### src/rtl/muldiv_pkg.sv
// Shared definitions for the iterative multiply/divide unit.
package muldiv_pkg;

    // funct7 that steers an R-type instruction to this unit instead of the ALU
    localparam logic [6:0] F7_MULDIV = 7'b0000001;

    localparam logic [2:0] F3_MUL    = 3'b000;
    localparam logic [2:0] F3_MULH   = 3'b001;
    localparam logic [2:0] F3_MULHSU = 3'b010;
    localparam logic [2:0] F3_MULHU  = 3'b011;
    localparam logic [2:0] F3_DIV    = 3'b100;
    localparam logic [2:0] F3_DIVU   = 3'b101;
    localparam logic [2:0] F3_REM    = 3'b110;
    localparam logic [2:0] F3_REMU   = 3'b111;

    typedef enum logic [1:0] {
        IDLE = 2'd0,
        CALC = 2'd1,
        DONE = 2'd2
    } state_t;

endpackage

### src/rtl/muldiv_if.sv
// Request/response bundle between the execute stage and the muldiv unit.
interface muldiv_if #(
    parameter int XLEN = 32
);
    logic            i_valid;
    logic [2:0]      i_funct3;
    logic [XLEN-1:0] i_rs1;
    logic [XLEN-1:0] i_rs2;
    logic            i_flush;
    logic            o_ready;
    logic            o_valid;
    logic [XLEN-1:0] o_result;

    modport master (
        output i_valid, i_funct3, i_rs1, i_rs2, i_flush,
        input  o_ready, o_valid, o_result
    );

    modport slave (
        input  i_valid, i_funct3, i_rs1, i_rs2, i_flush,
        output o_ready, o_valid, o_result
    );
endinterface

### src/rtl/muldiv_decode.sv
// funct3 to operation-class flags for the muldiv unit.
module muldiv_decode
    import muldiv_pkg::*;
(
    input  logic [2:0] funct3_i,
    output logic       is_div_o,
    output logic       is_rem_o,
    output logic       high_half_o,
    output logic       rs1_signed_o,
    output logic       rs2_signed_o
);

    // Pure lookup; MUL and the unsigned ops fall through to all-unsigned.
    always_comb begin
        is_div_o     = funct3_i[2];
        is_rem_o     = 1'b0;
        high_half_o  = 1'b0;
        rs1_signed_o = 1'b0;
        rs2_signed_o = 1'b0;
        case (funct3_i)
            F3_MULH: begin
                high_half_o  = 1'b1;
                rs1_signed_o = 1'b1;
                rs2_signed_o = 1'b1;
            end
            F3_MULHSU: begin
                high_half_o  = 1'b1;
                rs1_signed_o = 1'b1;
            end
            F3_MULHU: high_half_o = 1'b1;
            F3_DIV: begin
                rs1_signed_o = 1'b1;
                rs2_signed_o = 1'b1;
            end
            F3_REM: begin
                is_rem_o     = 1'b1;
                rs1_signed_o = 1'b1;
                rs2_signed_o = 1'b1;
            end
            F3_REMU: is_rem_o = 1'b1;
            default: ;
        endcase
    end

endmodule

### src/rtl/muldiv_unit.sv
// Iterative RV32M/RV64M multiply/divide unit: shift-add multiply and
// restoring division on unsigned magnitudes, sign fix-up at completion.
//
// state | meaning
// IDLE  | ready for a new request, o_ready high
// CALC  | one multiplier / quotient bit per cycle, XLEN cycles
// DONE  | o_valid pulse with o_result, back to IDLE next cycle
module muldiv_unit
    import muldiv_pkg::*;
#(
    parameter int XLEN = 32
) (
    input  logic    i_clk,
    input  logic    i_reset,
    muldiv_if.slave bus
);

    localparam int CW = $clog2(XLEN + 1);
    localparam logic [XLEN-1:0] MIN_NEG = {1'b1, {(XLEN-1){1'b0}}};

    state_t            state_q;
    logic [CW-1:0]     cnt_q;
    logic [2*XLEN-1:0] acc_q;       // mul: {partial, multiplier}; div: {remainder, quotient}
    logic [XLEN-1:0]   opa_q;       // mul: multiplicand magnitude; div: divisor magnitude
    logic              is_div_q;
    logic              is_rem_q;
    logic              high_q;
    logic              neg_q;       // product / quotient sign
    logic              rem_neg_q;   // remainder sign follows the dividend
    logic              ready_q;
    logic              valid_q;
    logic [XLEN-1:0]   result_q;

    logic              dec_is_div;
    logic              dec_is_rem;
    logic              dec_high;
    logic              dec_rs1_signed;
    logic              dec_rs2_signed;

    muldiv_decode u_decode (
        .funct3_i     (bus.i_funct3),
        .is_div_o     (dec_is_div),
        .is_rem_o     (dec_is_rem),
        .high_half_o  (dec_high),
        .rs1_signed_o (dec_rs1_signed),
        .rs2_signed_o (dec_rs2_signed)
    );

    logic            rs1_neg;
    logic            rs2_neg;
    logic [XLEN-1:0] rs1_mag;
    logic [XLEN-1:0] rs2_mag;
    logic            div_zero;
    logic            div_ovf;
    logic [XLEN-1:0] special_res;

    // Operand conditioning and division special cases, evaluated at accept.
    always_comb begin
        rs1_neg     = dec_rs1_signed & bus.i_rs1[XLEN-1];
        rs2_neg     = dec_rs2_signed & bus.i_rs2[XLEN-1];
        rs1_mag     = rs1_neg ? -bus.i_rs1 : bus.i_rs1;
        rs2_mag     = rs2_neg ? -bus.i_rs2 : bus.i_rs2;
        div_zero    = dec_is_div && (bus.i_rs2 == '0);
        div_ovf     = dec_is_div && dec_rs1_signed && (bus.i_rs1 == MIN_NEG) && (bus.i_rs2 == '1);
        special_res = '0;
        if (div_zero) begin
            special_res = dec_is_rem ? bus.i_rs1 : '1;
        end else if (div_ovf) begin
            special_res = dec_is_rem ? '0 : bus.i_rs1;
        end
    end

    logic [XLEN:0]     mul_sum;
    logic              div_ge;
    logic [XLEN-1:0]   div_diff;
    logic [2*XLEN-1:0] acc_d;
    logic [2*XLEN-1:0] prod_signed;
    logic [XLEN-1:0]   quo;
    logic [XLEN-1:0]   rem;
    logic [XLEN-1:0]   result_d;

    // One iteration step and the signed result of the final step.
    always_comb begin
        mul_sum  = {1'b0, acc_q[2*XLEN-1:XLEN]} + (acc_q[0] ? {1'b0, opa_q} : '0);
        // The true difference is below 2^XLEN whenever div_ge holds, so the
        // top remainder bit can be dropped before subtracting.
        div_ge   = {acc_q[2*XLEN-1:XLEN], acc_q[XLEN-1]} >= {1'b0, opa_q};
        div_diff = {acc_q[2*XLEN-2:XLEN], acc_q[XLEN-1]} - opa_q;
        if (is_div_q) begin
            acc_d = div_ge ? {div_diff, acc_q[XLEN-2:0], 1'b1} : {acc_q[2*XLEN-2:0], 1'b0};
        end else begin
            acc_d = {mul_sum, acc_q[XLEN-1:1]};
        end

        prod_signed = neg_q ? -acc_d : acc_d;
        quo         = neg_q ? -acc_d[XLEN-1:0] : acc_d[XLEN-1:0];
        rem         = rem_neg_q ? -acc_d[2*XLEN-1:XLEN] : acc_d[2*XLEN-1:XLEN];
        if (is_div_q) begin
            result_d = is_rem_q ? rem : quo;
        end else begin
            result_d = high_q ? prod_signed[2*XLEN-1:XLEN] : prod_signed[XLEN-1:0];
        end
    end

    // Control FSM and datapath registers; all outputs come straight from flops.
    always_ff @(posedge i_clk) begin
        if (i_reset) begin
            state_q   <= IDLE;
            cnt_q     <= '0;
            acc_q     <= '0;
            opa_q     <= '0;
            is_div_q  <= 1'b0;
            is_rem_q  <= 1'b0;
            high_q    <= 1'b0;
            neg_q     <= 1'b0;
            rem_neg_q <= 1'b0;
            ready_q   <= 1'b1;
            valid_q   <= 1'b0;
            result_q  <= '0;
        end else begin
            valid_q <= 1'b0;
            case (state_q)
                IDLE: begin
                    if (bus.i_valid && !bus.i_flush) begin
                        is_div_q  <= dec_is_div;
                        is_rem_q  <= dec_is_rem;
                        high_q    <= dec_high;
                        neg_q     <= rs1_neg ^ rs2_neg;
                        rem_neg_q <= rs1_neg;
                        acc_q     <= {{XLEN{1'b0}}, (dec_is_div ? rs1_mag : rs2_mag)};
                        opa_q     <= dec_is_div ? rs2_mag : rs1_mag;
                        cnt_q     <= '0;
                        ready_q   <= 1'b0;
                        if (div_zero || div_ovf) begin
                            state_q  <= DONE;
                            valid_q  <= 1'b1;
                            result_q <= special_res;
                        end else begin
                            state_q <= CALC;
                        end
                    end
                end
                CALC: begin
                    if (bus.i_flush) begin
                        state_q <= IDLE;
                        ready_q <= 1'b1;
                    end else begin
                        acc_q <= acc_d;
                        cnt_q <= cnt_q + CW'(1);
                        if (cnt_q == CW'(XLEN - 1)) begin
                            state_q  <= DONE;
                            valid_q  <= 1'b1;
                            result_q <= result_d;
                        end
                    end
                end
                DONE: begin
                    state_q <= IDLE;
                    ready_q <= 1'b1;
                end
                default: begin
                    state_q <= IDLE;
                    ready_q <= 1'b1;
                end
            endcase
        end
    end

    assign bus.o_ready  = ready_q;
    assign bus.o_valid  = valid_q;
    assign bus.o_result = result_q;

endmodule
### src/flat_wrapper.sv
// flat-port wrapper written by rule: the top's interface ports become plain ports
module muldiv_unit_flat import muldiv_pkg::*;
#(
    parameter int XLEN = 32
)
  (i_clk, i_reset, bus_i_valid, bus_i_funct3, bus_i_rs1, bus_i_rs2, bus_i_flush, bus_o_ready, bus_o_valid, bus_o_result);
  muldiv_if #(.XLEN(XLEN)) bus_i ();
  input  logic i_clk;
  input  logic i_reset;
  input wire logic [$bits(bus_i.i_valid)-1:0] bus_i_valid;
  input wire logic [$bits(bus_i.i_funct3)-1:0] bus_i_funct3;
  input wire logic [$bits(bus_i.i_rs1)-1:0] bus_i_rs1;
  input wire logic [$bits(bus_i.i_rs2)-1:0] bus_i_rs2;
  input wire logic [$bits(bus_i.i_flush)-1:0] bus_i_flush;
  output wire logic [$bits(bus_i.o_ready)-1:0] bus_o_ready;
  output wire logic [$bits(bus_i.o_valid)-1:0] bus_o_valid;
  output wire logic [$bits(bus_i.o_result)-1:0] bus_o_result;
  assign bus_i.i_valid = bus_i_valid;
  assign bus_i.i_funct3 = bus_i_funct3;
  assign bus_i.i_rs1 = bus_i_rs1;
  assign bus_i.i_rs2 = bus_i_rs2;
  assign bus_i.i_flush = bus_i_flush;
  assign bus_o_ready = bus_i.o_ready;
  assign bus_o_valid = bus_i.o_valid;
  assign bus_o_result = bus_i.o_result;
  muldiv_unit #(.XLEN(XLEN)) u_core (.i_clk(i_clk), .i_reset(i_reset), .bus(bus_i));
endmodule
### config.mk
export PLATFORM = sky130hd
export DESIGN_NAME = muldiv_unit_flat
export DESIGN_NICKNAME = d
export VERILOG_FILES = /design/src/rtl/muldiv_pkg.sv /design/src/rtl/muldiv_if.sv /design/src/rtl/muldiv_decode.sv /design/src/rtl/muldiv_unit.sv /design/src/flat_wrapper.sv
export SDC_FILE = /design/constraint.sdc
export NUM_CORES = 1
export LEC_CHECK = 0
export BUFFER_PORTS_ARGS = -buffer_cell sky130_fd_sc_hd__buf_2
export CAP_MARGIN = 20
export CORE_MARGIN = 5
export CORE_UTILIZATION = 25
export DETAILED_ROUTE_END_ITERATION = 12
export SETUP_SLACK_MARGIN = 0.2
export SLEW_MARGIN = 5
export SYNTH_ARGS = -nofsm -noshare
export SYNTH_HDL_FRONTEND = slang
export SYNTH_HIERARCHICAL = 1
export SYNTH_SLANG_ARGS = --single-unit
### constraint.sdc
create_clock -name i_clk -period 7.68 [get_ports i_clk]
set_clock_uncertainty 0.2 [all_clocks]
set_input_delay 0.384 -clock i_clk [delete_from_list [all_inputs] [get_ports i_clk]]
set_output_delay 0.384 -clock i_clk [all_outputs]
set_load 0.02 [all_outputs]
==> out/metrics.cfg <==
[clocking]
htree_levels = 4
clk_latency_ns = 0.47
cts_resized = 0
cts_tree = built
clkTransAtPathRegs_ns = 0.07
cts-root-buf = clkbuf_16
holdBufCountCts = 0
cts.sinks = 143
post_cts.repair.setup_buffers = 0
numCtsBuffers = 17
clock_path_buffers = 2

[grt]
track_usage_pct = 19.87
gr-total-overflow = 0
grt_pass1_wl_um = 110500
grt_start_max_net_pins = 94
grt_pass1_vias = 17060
antenna_found_initial = 0

[yosys]
synth_cell_types = 109
syn_inst = 2438
synth_fp_nets = 2581
synth_seq_cells = 143
syn_avg_cell_area_um2 = 6.868
ys_seq_area_share_pct = 17.10
yosys.area.top_type = dfxtp_1
synth_area_leaders = dfxtp_1 17%, nor2_1 7.4%, o21ai_0 5.6%
syn-cell-area_mm2 = 0.01674
synth-edff-count = 0
yosysWarnings = 6
synthFlopType = dfxtp_1
synth.top_cell.area_share_pct = 17.10
async_flop_share_pct = 0

[floorplan]
ioPinCount = 105
die_x_um = 268.8
rows = 94
start_util_pct = 25.33
core_area_mm2 = 0.06610
die_area_mm2 = 0.07226
fp.dieH_um = 268.8

[place]
gp_congestion = 0.9859
hpwl_um = 58220
port_buffers = 104
preCtsSetupSlack_ns = 1.727
placed_cell_area_mm2 = 0.01801

[critical_path]
startpoint = u_core/acc_q[37]
required_ns = 7.86
cp_slowest_cell = a21boi_2
crit_chain = ha_1 > a21oi_1 > o21ai_0 > a221oi_1 > a21boi_2 > nor2_2 > buf_4 > a21oi_1 > mux2i_1 > inv_1 > ha_1 > nand3_1 > a21oi_1 > o21ai_0 > nand3_1 > nand3b_1 > or3_4 > nor4_1 > o21ai_1 > a31o_1 > o31ai_1
timing.critical_path.buf_inv = 2
r2r-start = u_core/acc_q[37]
crit_family = compound AO/OA/AOI/OAI gates
setup.worst_path.class = reg -> reg
path_max_fanout = 28
cp.arrival_ns = 6.38
cp-start-kind = flip-flop
cpPeakStageDelay_ns = 0.74
cp_common_cell = a21oi_1
critPathCaptureType = flip-flop

[sta]
period_minus_slack_ns = 6.201
setup_viol = 0
relSlewSlack_pct = 26.26
min_period_over_period_pct = 80.74
finalSetupTns_ns = 0
hold_violations = 0
worst_pin_slew_ns = 1.099
slew_viol_final = 0
holdWs_ns = 0.08585
setup_slack_ns = 1.479
clock.fmax_ghz = 0.1613
rsz0062_at_grt = false

[hold_path]
worst_hold_startpoint = bus_i_flush
hold_path_class = in -> reg

[detailed_routing]
drt_iter0_drc = 2515
drc_errors = 0
first_pass_iters = 8
vias_per_cell = 5.797
totalWireLength_um = 74740
ant_nets = 0
dr_total_vias = 19220
post_drt_wl_per_cell_um = 22.54

[layout]
nNetsFinal = 2582
final_cell_mix = 326 x nor2_1, 222 x nand2_1, 188 x o21ai_0
fillerInstances = 7392
antennaDiodeCount = 0
mostFrequentLayoutCell = nor2_1
stdcell_area_mm2 = 0.01859
area_growth_pct = 11.02
post-route-util_pct = 28.13
final_layout_size_suffix_gt1_share_pct = 10.20

[pwr]
cellPowerDensity_mw_per_mm2 = 151.5
p_leak_uw = 0.006903
max-vdd-ir-drop_uv = 182.5

[status]
outcome = finished clean

[run]
cap_violations = 0

## cells in the mapped netlist, types with 15 or more instances
cell / count
ha_1: 70
mux2i_1: 67
dfxtp_1: 143
o211ai_1: 62
a31oi_1: 39
nor3_1: 93
and2_1: 48
o21ai_0: 188
xnor2_1: 94
o31ai_1: 17
inv_1: 67
nor2_1: 328
a311oi_1: 18
and3_1: 21
nand2_1: 222
nand2b_1: 19
or3_1: 33
nor2b_1: 26
nor4_1: 27
a21oi_1: 180
nand3_1: 63
buf_2: 17
a211oi_1: 51
nand4_1: 32
o21bai_1: 15
xor2_1: 66
a21o_1: 27
clkbuf_1: 120
a22oi_1: 30
## path summary, 6_finish.rpt
path,slack (ns),cells after the start,endpoint
worst max-delay path,1.48,21,u_core/bus.o_result[26]
worst min-delay path,0.09,3,u_core/bus.o_ready
worst max register to register,1.48,21,u_core/bus.o_result[26]
worst min register to register,0.27,2,u_core/opa_q[23]
## power by group
part / leakage (uW) / switching (uW) / total (uW) / internal (uW)
clock network: 0.000288 / 369 / 869 / 500
logic: 0.00545 / 773 / 1130 / 355
registers: 0.00116 / 42.1 / 820 / 778
total: 0.00690 / 1180 / 2820 / 1630
## flip-flops by register name (all words and copies together) (netlist names)
| register | cells |
|---|---|
| u_core/acc_q | 64 |
| u_core/bus.o_ready | 1 |
| u_core/bus.o_result | 32 |
| u_core/bus.o_valid | 1 |
| u_core/cnt_q | 6 |
| u_core/high_q | 1 |
| u_core/is_div_q | 1 |
| u_core/is_rem_q | 1 |
| u_core/neg_q | 1 |
| u_core/opa_q | 32 |
| u_core/rem_neg_q | 1 |
| u_core/state_q | 2 |
## cells by family after synthesis
| family | share of synthesized area, % |
|---|---|
| buf+inv | 5.372 |
| xor+xnor | 8.369 |
| compound gates | 30.71 |
| simple gates | 28.28 |
| flops | 17.10 |
| mux | 4.700 |
| fa+ha+maj | 5.470 |
## routing by layer
layer / routed length (um) / GRT usage (%) / up-vias
met2: 32180 / 29.80 / 1015
met1: 32140 / 27.65 / 9117
met4: 3335 / 8.374 / 0
met5: 0 / 0 / -
li1: - / - / 8946
met3: 7088 / 4.234 / 144
## through the flow
stage | total power [uW] | cells
finish | 2817 | 3316
detailed placement | 1924 | 3284
global placement | 1925 | 3284
CTS | 2797 | 3316
floorplan | 1568 | 2438
global route | 2929 | 3316
## final cells by class
cell class	instances	area [um2]	area share (%)
clock buffers	21	470.5	2.531
clock inverters	11	113.9	0.6125
inverters	71	266.5	1.434
multi-input cells	2069	13020	70.04
flip-flops and latches	143	2867	15.42
well taps	864	1081	5.815
repair buffers	137	770.7	4.146
## worst register-to-register path, cell delays in order, from the launching register on
cell,delay [ns]
dfxtp_1,0.39
ha_1,0.50
a21oi_1,0.14
o21ai_0,0.54
a221oi_1,0.27
a21boi_2,0.74
nor2_2,0.07
buf_4,0.28
a21oi_1,0.19
mux2i_1,0.15
inv_1,0.11
ha_1,0.25
nand3_1,0.10
a21oi_1,0.14
o21ai_0,0.12
nand3_1,0.19
nand3b_1,0.23
or3_4,0.54
nor4_1,0.45
o21ai_1,0.11
a31o_1,0.23
o31ai_1,0.17
Power figures use the tool's default switching activity.
